$ cat src/rtl/seven_bag_randomizer.sv
// 7-bag piece randomizer: draws 3-bit candidates from the LFSR bit stream by rejection
// sampling, deals each type 0..6 once per bag, and buffers dealt pieces in a preview queue.
module seven_bag_randomizer #(
  parameter int QUEUE_DEPTH = 4
) (
  input  logic                               clk,
  input  logic                               rst,
  input  logic                               rand_bit,
  input  logic                               flush,
  input  logic                               piece_pop,
  output logic                               piece_valid,
  output logic [2:0]                         piece_head,
  output logic [3*QUEUE_DEPTH-1:0]           preview,
  output logic [$clog2(QUEUE_DEPTH+1)-1:0]   queue_count,
  output logic [6:0]                         bag_used
);

  localparam int CW = $clog2(QUEUE_DEPTH + 1);
  localparam int AW = (QUEUE_DEPTH > 1) ? $clog2(QUEUE_DEPTH) : 1;

  typedef enum logic [1:0] {IDLE, FILL, EVAL, EVAL_FORCED} state_t;

  state_t        state;
  logic [1:0]    bit_cnt;
  logic [2:0]    cand;
  logic [2:0]    fifo [QUEUE_DEPTH];
  logic [CW-1:0] count;

  logic [2:0]    forced_type;
  logic [2:0]    used_cnt;
  logic [7:0]    used_ext;
  logic          accept;
  logic          push;
  logic          pop_ok;
  logic [2:0]    push_type;
  logic [6:0]    used_next;
  logic [AW-1:0] wr_idx;

  // NOTE: every signal driven here gets a default first, so no path can infer a latch.
  always_comb begin
    forced_type = 3'd0;
    used_cnt    = 3'd0;
    for (int k = 0; k < 7; k++) begin
      used_cnt = used_cnt + {2'b00, bag_used[k]};
      if (!bag_used[k]) forced_type = 3'(k);
    end
    // Candidate 7 maps onto the always-set top bit, so it rejects like a dealt type.
    used_ext  = {1'b1, bag_used};
    accept    = (state == EVAL) && !used_ext[cand];
    push      = accept || (state == EVAL_FORCED);
    push_type = (state == EVAL_FORCED) ? forced_type : cand;
    pop_ok    = piece_pop && (count != '0);
    used_next = bag_used | (7'd1 << push_type);
    if (used_next == 7'h7F) used_next = 7'h00;
    wr_idx    = AW'(count - CW'(pop_ok));
  end

  // NOTE: state registers use non-blocking assignments so every flop samples pre-edge values.
  always_ff @(posedge clk or posedge rst) begin
    if (rst) begin
      state    <= IDLE;
      bit_cnt  <= 2'd0;
      cand     <= 3'd0;
      count    <= '0;
      bag_used <= 7'h00;
      // NOTE: the queue is tiny, so it is reset too; vacated entries then always hold 0.
      for (int i = 0; i < QUEUE_DEPTH; i++) fifo[i] <= 3'd0;
    end else if (flush) begin
      state    <= IDLE;
      bit_cnt  <= 2'd0;
      cand     <= 3'd0;
      count    <= '0;
      bag_used <= 7'h00;
      for (int i = 0; i < QUEUE_DEPTH; i++) fifo[i] <= 3'd0;
    end else begin
      case (state)
        IDLE: begin
          if (count == CW'(QUEUE_DEPTH)) begin
            state <= IDLE;
          end else if (used_cnt == 3'd6) begin
            state <= EVAL_FORCED;
          end else begin
            state   <= FILL;
            bit_cnt <= 2'd0;
          end
        end
        FILL: begin
          cand <= {cand[1:0], rand_bit};
          if (bit_cnt == 2'd2) begin
            bit_cnt <= 2'd0;
            state   <= EVAL;
          end else begin
            bit_cnt <= bit_cnt + 2'd1;
          end
        end
        EVAL, EVAL_FORCED: state <= IDLE;
        default:           state <= IDLE;
      endcase

      if (push) bag_used <= used_next;

      // Pop shifts toward the head; a same-edge push then overwrites the slot at count-1.
      if (pop_ok) begin
        for (int i = 0; i < QUEUE_DEPTH - 1; i++) fifo[i] <= fifo[i+1];
        fifo[QUEUE_DEPTH-1] <= 3'd0;
      end
      if (push) fifo[wr_idx] <= push_type;

      count <= count + CW'(push) - CW'(pop_ok);
    end
  end

  always_comb begin
    preview = '0;
    for (int i = 0; i < QUEUE_DEPTH; i++) begin
      if (CW'(i) < count) preview[3*i +: 3] = fifo[i];
    end
    piece_valid = (count != '0);
    piece_head  = piece_valid ? fifo[0] : 3'd0;
    queue_count = count;
  end

endmodule

$ cat config.mk
export PLATFORM = sky130hd
export DESIGN_NAME = seven_bag_randomizer
export DESIGN_NICKNAME = d
export VERILOG_FILES = /design/src/rtl/seven_bag_randomizer.sv
export SDC_FILE = /design/constraint.sdc
export NUM_CORES = 1
export LEC_CHECK = 0
export ABC_AREA = 1
export BUFFER_PORTS_ARGS = -buffer_cell sky130_fd_sc_hd__buf_4
export CORE_AREA = 4 4 85 87
export CTS_CLUSTER_DIAMETER = 80
export DETAILED_ROUTE_END_ITERATION = 8
export DIE_AREA = 0 0 89 91
export GPL_TIMING_DRIVEN = 0
export SYNTH_ARGS = -nofsm -noshare
export SYNTH_HDL_FRONTEND = slang
export SYNTH_SLANG_ARGS = --single-unit
$ cat constraint.sdc
create_clock -name clk -period 8 [get_ports clk]
set_input_delay 1.6 -clock clk [delete_from_list [all_inputs] [get_ports clk]]
set_output_delay 1.6 -clock clk [all_outputs]
set_load 0.05 [all_outputs]
==> results of run 1 <==
==> cells by family (layout without fill, tap and decap cells) <==
kind of cell / count (synthesis) / count (layout) / synth area share, %
adder cells (fa/ha/maj): 10 / 10 / 7.43
AND/OR/NAND/NOR: 150 / 150 / 30.0
buffers and inverters: 58 / 94 / 11.3
AO/OA/AOI/OAI: 60 / 60 / 18.1
flip-flops: 29 / 29 / 33.1
==> worst paths after layout <==
check	slack [ns]	endpoint	startpoint	cells past startpoint
max	4.79	preview[6]	queue_count[1]$_DFF_PP0_	5
min	0.51	bag_used[6]$_DFFE_PP0P_	bag_used[6]$_DFFE_PP0P_	2
max reg2reg	4.90	bit_cnt[0]$_DFFE_PP0P_	bag_used[3]$_DFFE_PP0P_	10
min reg2reg	0.51	bag_used[6]$_DFFE_PP0P_	bag_used[6]$_DFFE_PP0P_	2
max in group asynchronous	5.69	bag_used[6]$_DFFE_PP0P_	rst	2
min in group asynchronous	1.62	queue_count[2]$_DFF_PP0_	rst	2
==> worst max-delay path, stage by stage (launching register included) <==
cell	delay (ns)
dfrtp_1	0.47
inv_1	0.07
ha_1	0.29
a21o_1	0.21
nor2_1	0.09
buf_4	0.20
==> layout make-up <==
cell class | instances | area (sq um)
fillers | 676 | 3760
multi-input cells | 220 | 1220
flip-flops and latches | 29 | 726
repair buffers | 29 | 218
inverters | 52 | 209
well taps | 77 | 96.3
clock buffers | 7 | 86.3
plain buffers | 6 | 38.8
==> power by group through the flow <==
stage          Sequential, mW  Clock, mW  Combinational [mW]
2_1_floorplan           0.256          0               0.460
3_3_place_gp            0.233          0               0.620
3_5_place_dp            0.233          0               0.630
4_1_cts                 0.231      0.127               0.632
5_1_grt                 0.238      0.134               0.710
6_report                0.230      0.121               0.626
==> flip-flops by register name (all words and copies together), names as in the netlist <==
| register | cells |
|---|---|
| bag_used | 7 |
| bit_cnt | 2 |
| cand | 3 |
| fifo | 12 |
| queue_count | 3 |
| state | 2 |
==> metrics by stage <==
stage          power [mW]  utilization (%)  cell area, sq um  setup WS (ns)
6_report            0.978             40.8              2590           4.79
5_1_grt              1.08             40.8              2590           4.63
4_1_cts             0.990             40.8              2590           4.75
3_5_place_dp        0.864             39.4              2500           4.59
3_3_place_gp        0.853             39.4              2500           4.62
2_1_floorplan       0.715                -              2190           4.36
==> cells in the mapped netlist (all sizes together) <==
| cell | instances |
|---|---|
| nand2 | 99 |
| inv | 51 |
| o21ai | 31 |
| nor2 | 30 |
| dfrtp | 29 |
| a21oi | 15 |
| nand3 | 14 |
| a211oi | 8 |
| buf | 5 |
| fa | 5 |
| ha | 5 |
| nand4 | 4 |
| a21boi | 2 |
| nor3 | 2 |
| a21o | 1 |
| bufinv | 1 |
| clkbuf | 1 |
| o21bai | 1 |
| o22ai | 1 |
| o31ai | 1 |
| or2 | 1 |
==> per-layer routing <==
metal / share of wire, % / wire [um]
met1: 48 / 2430
met2: 46 / 2320
met3: 4.6 / 235
met4: 1.9 / 95
met5: 0 / 0
==> results.txt, run 1 <==
The final count of pins violating max slew was 0; the switching power as a share of total power was 52.9%. In this run the deepest clock path goes through 2 buffers. For the worst setup path, the data arrival time is 1.61 ns. Summed over all nets, the half-perimeter wirelength after detailed placement is 3910 um. At the end of routability-driven placement, the weighted congestion stood at 0.837. Met1 layer usage reported by global route: 18.5%.

In the global route stage, overall resource usage came out at 14.0%. The post-synthesis average cell area works out to 7.13 sq um. The final layout contains 358 nets. The data required time of the critical path is 6.40 ns, and the latest clock arrival within the worst-skew pair is 0.28 ns. The library cells used most frequently in the layout, excluding fill and tap cells, are nand2_1, inv_1, buf_4. Dividing the detail-routed wire length by the instance count gives 12.1 um. The tools report the number of instances in the synthesized netlist as 307. The sum of negative setup slack is 0 ns.

31 I/O pins were placed. Critical path launch point type: a register. After synthesis, flip-flops and latches occupy 33.1% of the total area.

The floorplan step defined a core boundary enclosing 0.00635 sq mm. During placement, the flow inserted port buffers numbering 29. TritonCTS built the clock tree.

Summed over all cells, the static leakage comes to 1.40 nW. The number of hold-slack violations in the final timing report was 0; the register bit total from synthesis was 29. The number of maximum-capacitance violations came out at 0.

Synthesis produced a netlist with a net count of 322. Transition time at the pin with the least slew margin: 1.14 ns. The min-delay analysis places its worst path in the category register to register.

The logs give 0.00219 sq mm for the cell area after technology mapping and 64.0% for the combinational share of power. The total number of clock tree sinks was 29. Most common library cell in the layout ignoring fill and taps: nand2_1.

The first routing iteration left 85 violations. CTS clock-pin slew for the worst setup and hold paths: 0.06 ns. For the initial antenna violation count, the log shows 0.

By area the synthesized netlist is led by dfrtp_1, nand2_1, inv_1, o21ai_0, fa_1. The initial utilization of the core area, before any placement, comes to 34.5%. The critical path is of the register to output port type. After layout, the minimum clock period comes to 3.21 ns. Row generation in the floorplan step produced 29 rows. Across the VDD grid, the largest voltage drop is 224 uV. Type of element capturing the critical path: an output port. The run gives 8960 um as the global-route wire length before repair. The logs give 0 for the number of warnings reported in the yosys synthesis log and 461 uW for the internal power consumption.

The worst pin sits at a relative slew slack of 24.2%. Dividing the final minimum period by the clock period gives 40.1%. The share of the synthesized area in the top cell type came out at 33.1%. The via count of the first global-routing pass was 1938; the H-tree depth reported by CTS was 2. The full die area came out at 0.00810 sq mm. The run finished with clean final reports. Entering global routing, the biggest net connects 30 pins. In the routed design, unresolved DRC markers number 0.

The final hold slack is 0.513 ns, and the final antenna diode count is 0. The library cell occupying the most area in the post-synthesis netlist is dfrtp_1. The global-route track usage on met2 was 22.3%; the floorplan die width was 89 um.

Total net switching power: 517 uW. Buffers inserted to repair hold after CTS numbered 0. In this run the power density over the cells is 378 mW/mm^2. The tools report the sequential share of power as 23.6%.

The via count came out at 1965. The y dimension of the die was 91 um. For this run, the detailed router's first-pass iteration total came to 4. The worst clock skew was 0.00507 ns. The residual antenna-violating net count after detailed routing is 0, and the sum of routed wire length over all layers is 5080 um.

Derived from the worst setup path, the maximum achievable clock frequency is 0.311 GHz. In this run, the clock network consumes 12.4% of the power. The run gives 0 as the sum of overflow across all layers after global routing. Setup violations remaining at the end of the flow were counted as 0.

Leaving out filler cells and counting taps, the final layout contains 420. In the final layout, the share of cells above drive strength 1 is 19.0%. Peak-usage layer in the global routing report: met2.

Relative to the synthesized area, the layout overhead comes to 18.3%. The routed via count divided by cell count works out to 4.68. The tools report the clock tree root buffer cell as clkbuf_8.

Of all nets on the critical path, the largest fanout is 7. The tools report the number of setup buffers added after CTS as 0. Including well taps, the total number of placed cells is 413. For this run, global-route usage on met3 was measured as 3.17%. Setup repair after global routing left no endpoint under its margin. In this run, CTS created clock tree buffers numbering 5. In this run, distinct cell masters in the synthesized netlist total 36. After clock tree synthesis, the repair step resized 0 gates.
Note: power is estimated with default switching activity, not from simulation.
==> run 2: changes to the inputs <==
- ABC_AREA: 1 -> 0
- CORE_AREA: 4 4 85 87 -> 4 4 81 83
- DIE_AREA: 0 0 89 91 -> 0 0 85 87
- clock period: 8 -> 2.9 ns (I/O delays scaled with it)
==> run 2 against run 1 <==
Against the previous run: the run now ends with negative setup slack left; power rose by 40%; sequential cell count did not move; synthesized cell count fell by 29%; non-clock buffer count rose by 7; largest power group unchanged; worst hold slack improved by 0.029 ns; count of clock-buffer cells in the layout did not move; critical path depth rose by 6; final cell count fell by 20%; area after synthesis fell by 8.0%; global-route usage rose by 0.75 points; clock skew rose by 0.0014 ns; combinational power fell by 15%.
==> results.txt, run 2 <==
Of the total synthesized cell area, the portion taken by full adders, half adders and majority gates is 8.07%. The leakage power is 1.10 nW, and the y dimension of the die is 87 um. Synthesis produced a netlist with a net count of 234. The share of the synthesized area in the top cell type was 36.0%. TritonCTS built the clock tree.

Setup violations remaining at the end of the flow were counted as 3. Setup repair after global routing could not meet its margin everywhere. In this run the number of H-tree levels came out at 2. The area growth from synthesis to layout is 23.2%. The worst setup path is captured at a register. At the end of the flow the core is filled with cells to 42.4%.

Subtracting the final worst setup slack from the clock period gives 3.12 ns. The area of the core is 0.00585 sq mm, and the worst clock skew is 0.00645 ns. The synthesized-area fraction occupied by xor and xnor cells was 1.30%. During placement, the flow inserted port buffers numbering 30. At the end of routability-driven placement, the weighted congestion stood at 0.848. The data required time of the critical path is 3.10 ns.

The total overflow left after global routing is 0. The buffer levels on the longest clock path came out at 2. The largest total area in the synthesized netlist belongs to dfrtp_1. The run gives 219 as the number of instances in the synthesized netlist. Power spread over the standard cell area amounts to 552 mW/mm^2.

Counting distinct cell types in the post-synthesis netlist gives 45. The register with the most flip-flops was fifo. The final cycle utilization of the critical path was 108%; the highest clock frequency the design can meet was 0.320 GHz.

The largest registers in the layout are fifo: 12 flops, bag_used: 7 flops. The floorplan step set the die width to 85 um. The run gives 3620 um as the estimated wirelength of the detail-placed design. For this design the top-level I/O count stands at 31. In this run the tightest slew margin relative to its limit is 26.1%. The post-synthesis mux area share works out to 6.83%.

The total clock buffers created by CTS is 5, and the detailed-route DRC error count is 0. The logs give 4920 um for the sum of routed wire length over all layers and 34.4% for the initial core utilization. The worst setup path is launched from a register. Summing every instance area after synthesis gives 0.00201 sq mm. In the layout the commonest cells are buf_4, nand2_1, dfrtp_1. Kind of path behind the tightest hold check: input pin to register. In the synthesized netlist the dominant register cell turns out to be dfrtp_1. The tools report the final antenna diode count as 0. Counting instances in the post-synthesis netlist gives the leading cell types as nand2_1, dfrtp_1, and2_1, nor2_1, inv_1. The die covers 0.00740 sq mm. The residual antenna-violating net count after detailed routing is 0, and the CTS clock-pin slew for the worst setup and hold paths is 0.06 ns. The initial antenna violation count is 0.

The via count of the first global-routing pass was 1712. The register bit total from synthesis came out at 29. Global-route usage over all layers: 14.7%. Of the total synthesized cell area, the portion taken by AND, OR, NAND and NOR gates is 23.7%.

The highest fanout seen on the critical path was 2; the synthesized-area fraction occupied by ao, oa, aoi and oai cells was 17.3%. The net count of the finished layout is 274. The post-route netlist has 26.9% of its cells at a drive strength greater than 1. Dividing the detail-routed via count by the number of cells gives 5.16.

For this block, the via count after detailed routing is 1727. The number of filler instances in the final layout is 590. After the first detailed-routing iteration, the DRC count stood at 57. VDD sags by at most 320 uV. The number of synthesized flops with an enable pin is 0, and the post-synthesis average cell area is 9.20 sq um. In the post-synthesis netlist, the biggest area contributors are dfrtp_1, nand2_1, fa_1, and2_1, mux2i_1. The run gives 0.542 ns as the final hold slack. For this run, the number of Yosys warnings is 0. The final count of pins violating max slew came out at 0. In the final routed layout, each cell accounts on average for 14.7 um. At the later pin of the worst-skew pair, clock insertion delay measures 0.28 ns.

The global-route wire length before repair is 8630 um. The tools report the sequential share of the synthesized area as 36.0%. The final worst-path setup slack is -0.220 ns. The checks that failed: negative setup slack.

The first detailed-routing pass took 4 iterations. The number of hold-slack violations in the final timing report came out at 0. The run finished, with violations left.

The transition time at the pin with the least slew margin is 1.11 ns. The async set or reset register ratio after synthesis came out at 100%. CTS saw 29 sinks. The critical path is of the register to register type. Yosys instantiated no cell more often than nand2_1. The run gives 28 as the number of placement rows.

The number of maximum-capacitance violations is 0, and the arrival time at the worst endpoint is 3.32 ns. The register with the most flip-flops in the layout has 12 of them. The library cell used most frequently in the layout, excluding fill and tap cells, is buf_4. The pin count of the biggest net entering global routing was 30. After synthesis, the largest family of logic cells by area is simple AND/OR/NAND/NOR gates. Clock tree synthesis selected as its root buffer the cell clkbuf_8.
==> run 2: cell count changes after synthesis, sizes merged, moves of 7 or more <==
cell | before | now
mux2i | 0 | 7
and2 | 0 | 15
a31oi | 0 | 7
nand2 | 99 | 33
nand3 | 14 | 4
nor2 | 30 | 15
inv | 51 | 16
o21ai | 31 | 9
==> run 2: worst paths after layout <==
check,from,endpoint,slack [ns],cells past startpoint
max,bag_used[1]$_DFFE_PP0P_,bit_cnt[0]$_DFFE_PP0P_,-0.22,11
max in group asynchronous,rst,bag_used[0]$_DFFE_PP0P_,1.57,2
min,rand_bit,cand[0]$_DFFE_PP0P_,0.54,3
min in group asynchronous,rst,state[0]$_DFFE_PP0P_,0.59,2
max reg2reg,bag_used[1]$_DFFE_PP0P_,bit_cnt[0]$_DFFE_PP0P_,-0.22,11
min reg2reg,fifo[2]$_DFF_PP0_,fifo[2]$_DFF_PP0_,0.56,2
==> run 2: what timing repair did <==
action / 4_1_cts / 5_1_grt
resized for setup: 1 / 1
pin swaps: 2 / 1
endpoints found under the setup margin: 3 / 3
hold buffers: 0 / 0
setup buffers: 3 / 0
==> run 2: cell families (layout without fill, tap and decap cells) <==
| logic type | count (synthesis) | in the layout |
|---|---|---|
| AND/OR/NAND/NOR | 91 | 91 |
| multiplexers | 12 | 12 |
| buffers and inverters | 25 | 66 |
| XOR/XNOR | 3 | 3 |
| flip-flops | 29 | 29 |
| AO/OA/AOI/OAI | 49 | 49 |
| adder cells (fa/ha/maj) | 10 | 10 |
==> run 2: cell type report <==
type	count	area [sq um]	share of cell area, %
Multi-Input combinational cell	165	1170	47.2
Sequential cell	29	731	29.5
Timing Repair Buffer	33	248	9.98
Clock buffer	7	96.3	3.88
Tap cell	75	93.8	3.78
Buffer	9	76.3	3.08
Inverter	16	60.1	2.42
Clock inverter	1	5.00	0.202
==> run 2: metal layers <==
layer / share of wire (%) / up-vias / track usage [%]
met5: 0 / - / 0
li1: - / 845 / -
met4: 1.6 / 0 / 4.46
met1: 48 / 819 / 20.3
met3: 5.9 / 8 / 3.97
met2: 44 / 55 / 22.5
==> run 2: critical path: stages, from the launching register on <==
cell	delay, ns
dfrtp_2	0.43
fa_1	0.54
inv_1	0.05
fa_1	0.47
inv_1	0.05
fa_2	0.33
inv_2	0.06
fa_1	0.39
or3_4	0.36
a21oi_4	0.16
o21ai_1	0.08
a21oi_1	0.13
==> run 2: power by group <==
group / internal (mW) / total [mW] / switching (mW)
Combinational: 0.169 / 0.535 / 0.365
Sequential: 0.431 / 0.464 / 0.0331
Clock: 0.214 / 0.370 / 0.156
Total: 0.815 / 1.37 / 0.555
==> run 2: per-stage QoR <==
| step | worst slack, ns | TNS [ns] | power (mW) | instance area [sq um] | cells |
|---|---|---|---|---|---|
| floorplan | -0.250 | -0.686 | 0.870 | 2030 | 219 |
| global placement | -0.257 | -0.688 | 0.996 | 2340 | 324 |
| detailed placement | -0.284 | -0.757 | 1.01 | 2340 | 324 |
| CTS | -0.220 | -0.581 | 1.38 | 2470 | 335 |
| global route | -0.362 | -1.06 | 1.46 | 2480 | 335 |
| finish | -0.220 | -0.576 | 1.37 | 2480 | 335 |
==> run 3: changes to the inputs <==
- ABC_AREA: 0 -> 1
- CELL_PAD_IN_SITES_DETAIL_PLACEMENT: unset -> 0
- CELL_PAD_IN_SITES_GLOBAL_PLACEMENT: unset -> 2
- CORE_AREA: 4 4 81 83 -> 4 4 92 94
- DIE_AREA: 0 0 85 87 -> 0 0 96 98
- PLACE_DENSITY_LB_ADDON: unset -> 0.1
==> run 3 against run 2 <==
Against the previous run: sequential cell count is the same; critical endpoint is now bit_cnt[1]$_DFFE_PP0P_; sequential share of layout area is 2.5 points lower; non-clock buffer count is 3 lower; worst setup slack better by 0.30 ns; core utilization decreased by 7.1 points; the flow now finishes without violations; sequential power rose by 37%; clock skew about the same; critical path type unchanged; largest power group unchanged; power rose by 100%; worst hold slack worse by 0.15 ns; clock power up 3%; die area is 27% higher; final cell count increased by 34%.
==> results.txt, run 3 (synthesis gave the netlist of run 1 again) <==
The flow ran to the end, and the final reports show no timing, DRC or antenna violations. CTS clock-pin slew for the worst setup and hold paths: 0.07 ns. The total setup violations reported at the end of the flow came out at 0. The run gives 362 as the net count reported at finish.

By startpoint and endpoint, the worst setup path is classified as register to register. Global routing used 13.9% of the available tracks. Total clock buffers created by CTS: 5. Dividing the detail-routed wire length by the instance count gives 13.2 um. TritonCTS built the clock tree. Max-cap violations in this run came to 0.

At the pin with the least slew margin, the transition time is 0.661 ns. The run gives 0 as the final antenna diode count. The worst hold path belongs to the class input pin to async pin. The library cells used most frequently in the layout, excluding fill and tap cells, are nand2_1, inv_1, buf_4. The type of element capturing the critical path is a register. The number of hold-slack violations in the final timing report is 0, and the data required time of the critical path is 3.11 ns.

The proportion of layout cells with a drive suffix above 1 was 22.4%. Detailed placement ended at an HPWL of 4580 um. At the worst endpoint, the arrival time is 3.03 ns.

Entering global routing, the biggest net connects 30 pins. The logs give 0.00612 ns for the worst clock skew and 0 for the sum of overflow across all layers after global routing. The tools report the full die area as 0.00941 sq mm. In this run the remaining antenna-violating nets after routing total 0. The tools report the detailed-route DRC error count as 0.

The y dimension of the die is 98 um, and the buffer levels on the longest clock path is 2. The initial utilization of the core area, before any placement, comes to 28.6%. From synthesis to final layout, the design area changed by 23.5%. The most common library cell in the layout ignoring fill and taps is nand2_1. The core region is 0.00765 sq mm. The layout has 857 filler cells. The run gives 29 as the total number of clock tree sinks.

The floorplan die width was 96 um. The tree is rooted in a clkbuf_8. Derived from the worst setup path, the maximum achievable clock frequency is 0.355 GHz. The flip-flop count of the largest register after layout works out to 12. Number of placement rows: 32. More flip-flops sit in one register than any other, and that register is fifo. Sum of routed wire length over all layers: 5920 um.

The analysis attributes to cell leakage a power of 1.43 nW. Once layout is complete, the cells apart from fillers number 450. The H-tree depth reported by CTS came out at 2.

The violation count after the first detailed-route iteration came out at 47. The largest registers in the layout are fifo: 12 flops, bag_used: 7 flops. At the later pin of the worst-skew pair, clock insertion delay measures 0.28 ns. Of the available clock period, the critical path in the final layout requires 97.1%. The count of buffers added on input and output ports is 29. Pin placement for this block handled 31 I/O pins.

The logs give 300 uV for the peak ir drop on the vdd network and 0 for the cts-stage hold buffer count. The final route contains 1935 vias. The initial antenna violation count is 0. The total power density per cell area was 1040 mW/mm^2. Including well taps, the total number of placed cells is 438. The number of optimization iterations in the first detailed-route pass is 4, and the time the final worst path needs with I/O delays and setup is 2.82 ns. The sum of negative setup slack was 0 ns.

Setup repair after global routing could not meet its margin everywhere. Using the TritonRoute via totals, the vias-per-cell ratio works out to 4.30. The final count of pins violating max slew came out at 0.

The logs give 1990 for the via count of the first global-routing pass and 55.9% for the relative slew slack. The first global-routing pass estimated 10100 um of wire. In this run the worst path has a maximum fanout of 2. The critical path launch point type is a register.

The routability-driven placement congestion ratio was 0.728.
run 3: worst paths after layout:
| path | from | to | slack [ns] | depth (start not counted) |
|---|---|---|---|---|
| worst max-delay path | bag_used[1]$_DFFE_PP0P_ | bit_cnt[1]$_DFFE_PP0P_ | 0.08 | 10 |
| worst min-delay path | rst | fifo[0]$_DFF_PP0_ | 0.39 | 2 |
| worst max register to register | bag_used[1]$_DFFE_PP0P_ | bit_cnt[1]$_DFFE_PP0P_ | 0.08 | 10 |
| worst min register to register | bag_used[6]$_DFFE_PP0P_ | bag_used[6]$_DFFE_PP0P_ | 0.51 | 2 |
| max in group asynchronous | rst | bag_used[3]$_DFFE_PP0P_ | 1.99 | 3 |
| min in group clk | rand_bit | cand[0]$_DFFE_PP0P_ | 0.51 | 3 |
run 3: cell type report:
cell class | instances | area (sq um) | area share (%)
Tap cell | 102 | 128 | 4.72
Multi-Input combinational cell | 220 | 1230 | 45.5
Sequential cell | 29 | 729 | 27.0
Clock inverter | 1 | 5.00 | 0.185
Timing Repair Buffer | 33 | 268 | 9.90
Buffer | 6 | 38.8 | 1.43
Inverter | 52 | 209 | 7.73
Clock buffer | 7 | 96.3 | 3.56
run 3: critical path, cell delays in order (launching register included):
cell,delay [ns]
dfrtp_2,0.43
fa_1,0.53
inv_1,0.05
fa_1,0.49
inv_2,0.04
fa_2,0.32
inv_2,0.06
fa_1,0.44
nor3_4,0.15
o21bai_1,0.11
o21ai_1,0.13
run 3: per-stage QoR:
step | hold WS, ns | worst slack [ns] | util [%] | cell area, sq um | total power [mW]
5_1_grt | 0.440 | -0.0770 | 35.4 | 2700 | 3.11
3_3_place_gp | 0.490 | -0.000197 | 33.3 | 2540 | 2.42
4_1_cts | 0.510 | -0.0103 | 34.9 | 2670 | 2.83
6_report | 0.392 | 0.0832 | 35.4 | 2700 | 2.80
2_1_floorplan | 0.496 | 0.0320 | - | 2200 | 1.98
3_5_place_dp | 0.496 | -0.0198 | 33.3 | 2540 | 2.43
run 3: repair_timing:
item,in CTS,in global routing
pin swaps,5,6
endpoints found under the setup margin,2,3
resized for setup,4,3
hold endpoints to repair,0,0
setup buffers,3,0
run 3: routing by layer:
metal / track usage [%] / part of all wire, %
met3: 2.85 / 3.7
met5: 0 / 0
met2: 23.1 / 48
met4: 3.94 / 1.6
met1: 18.0 / 47
run 3: power breakdown:
group | internal, mW | switching, mW | total [mW]
Clock | 0.214 | 0.168 | 0.382
Sequential | 0.528 | 0.107 | 0.635
Combinational | 0.576 | 1.21 | 1.79
Total | 1.32 | 1.48 | 2.80
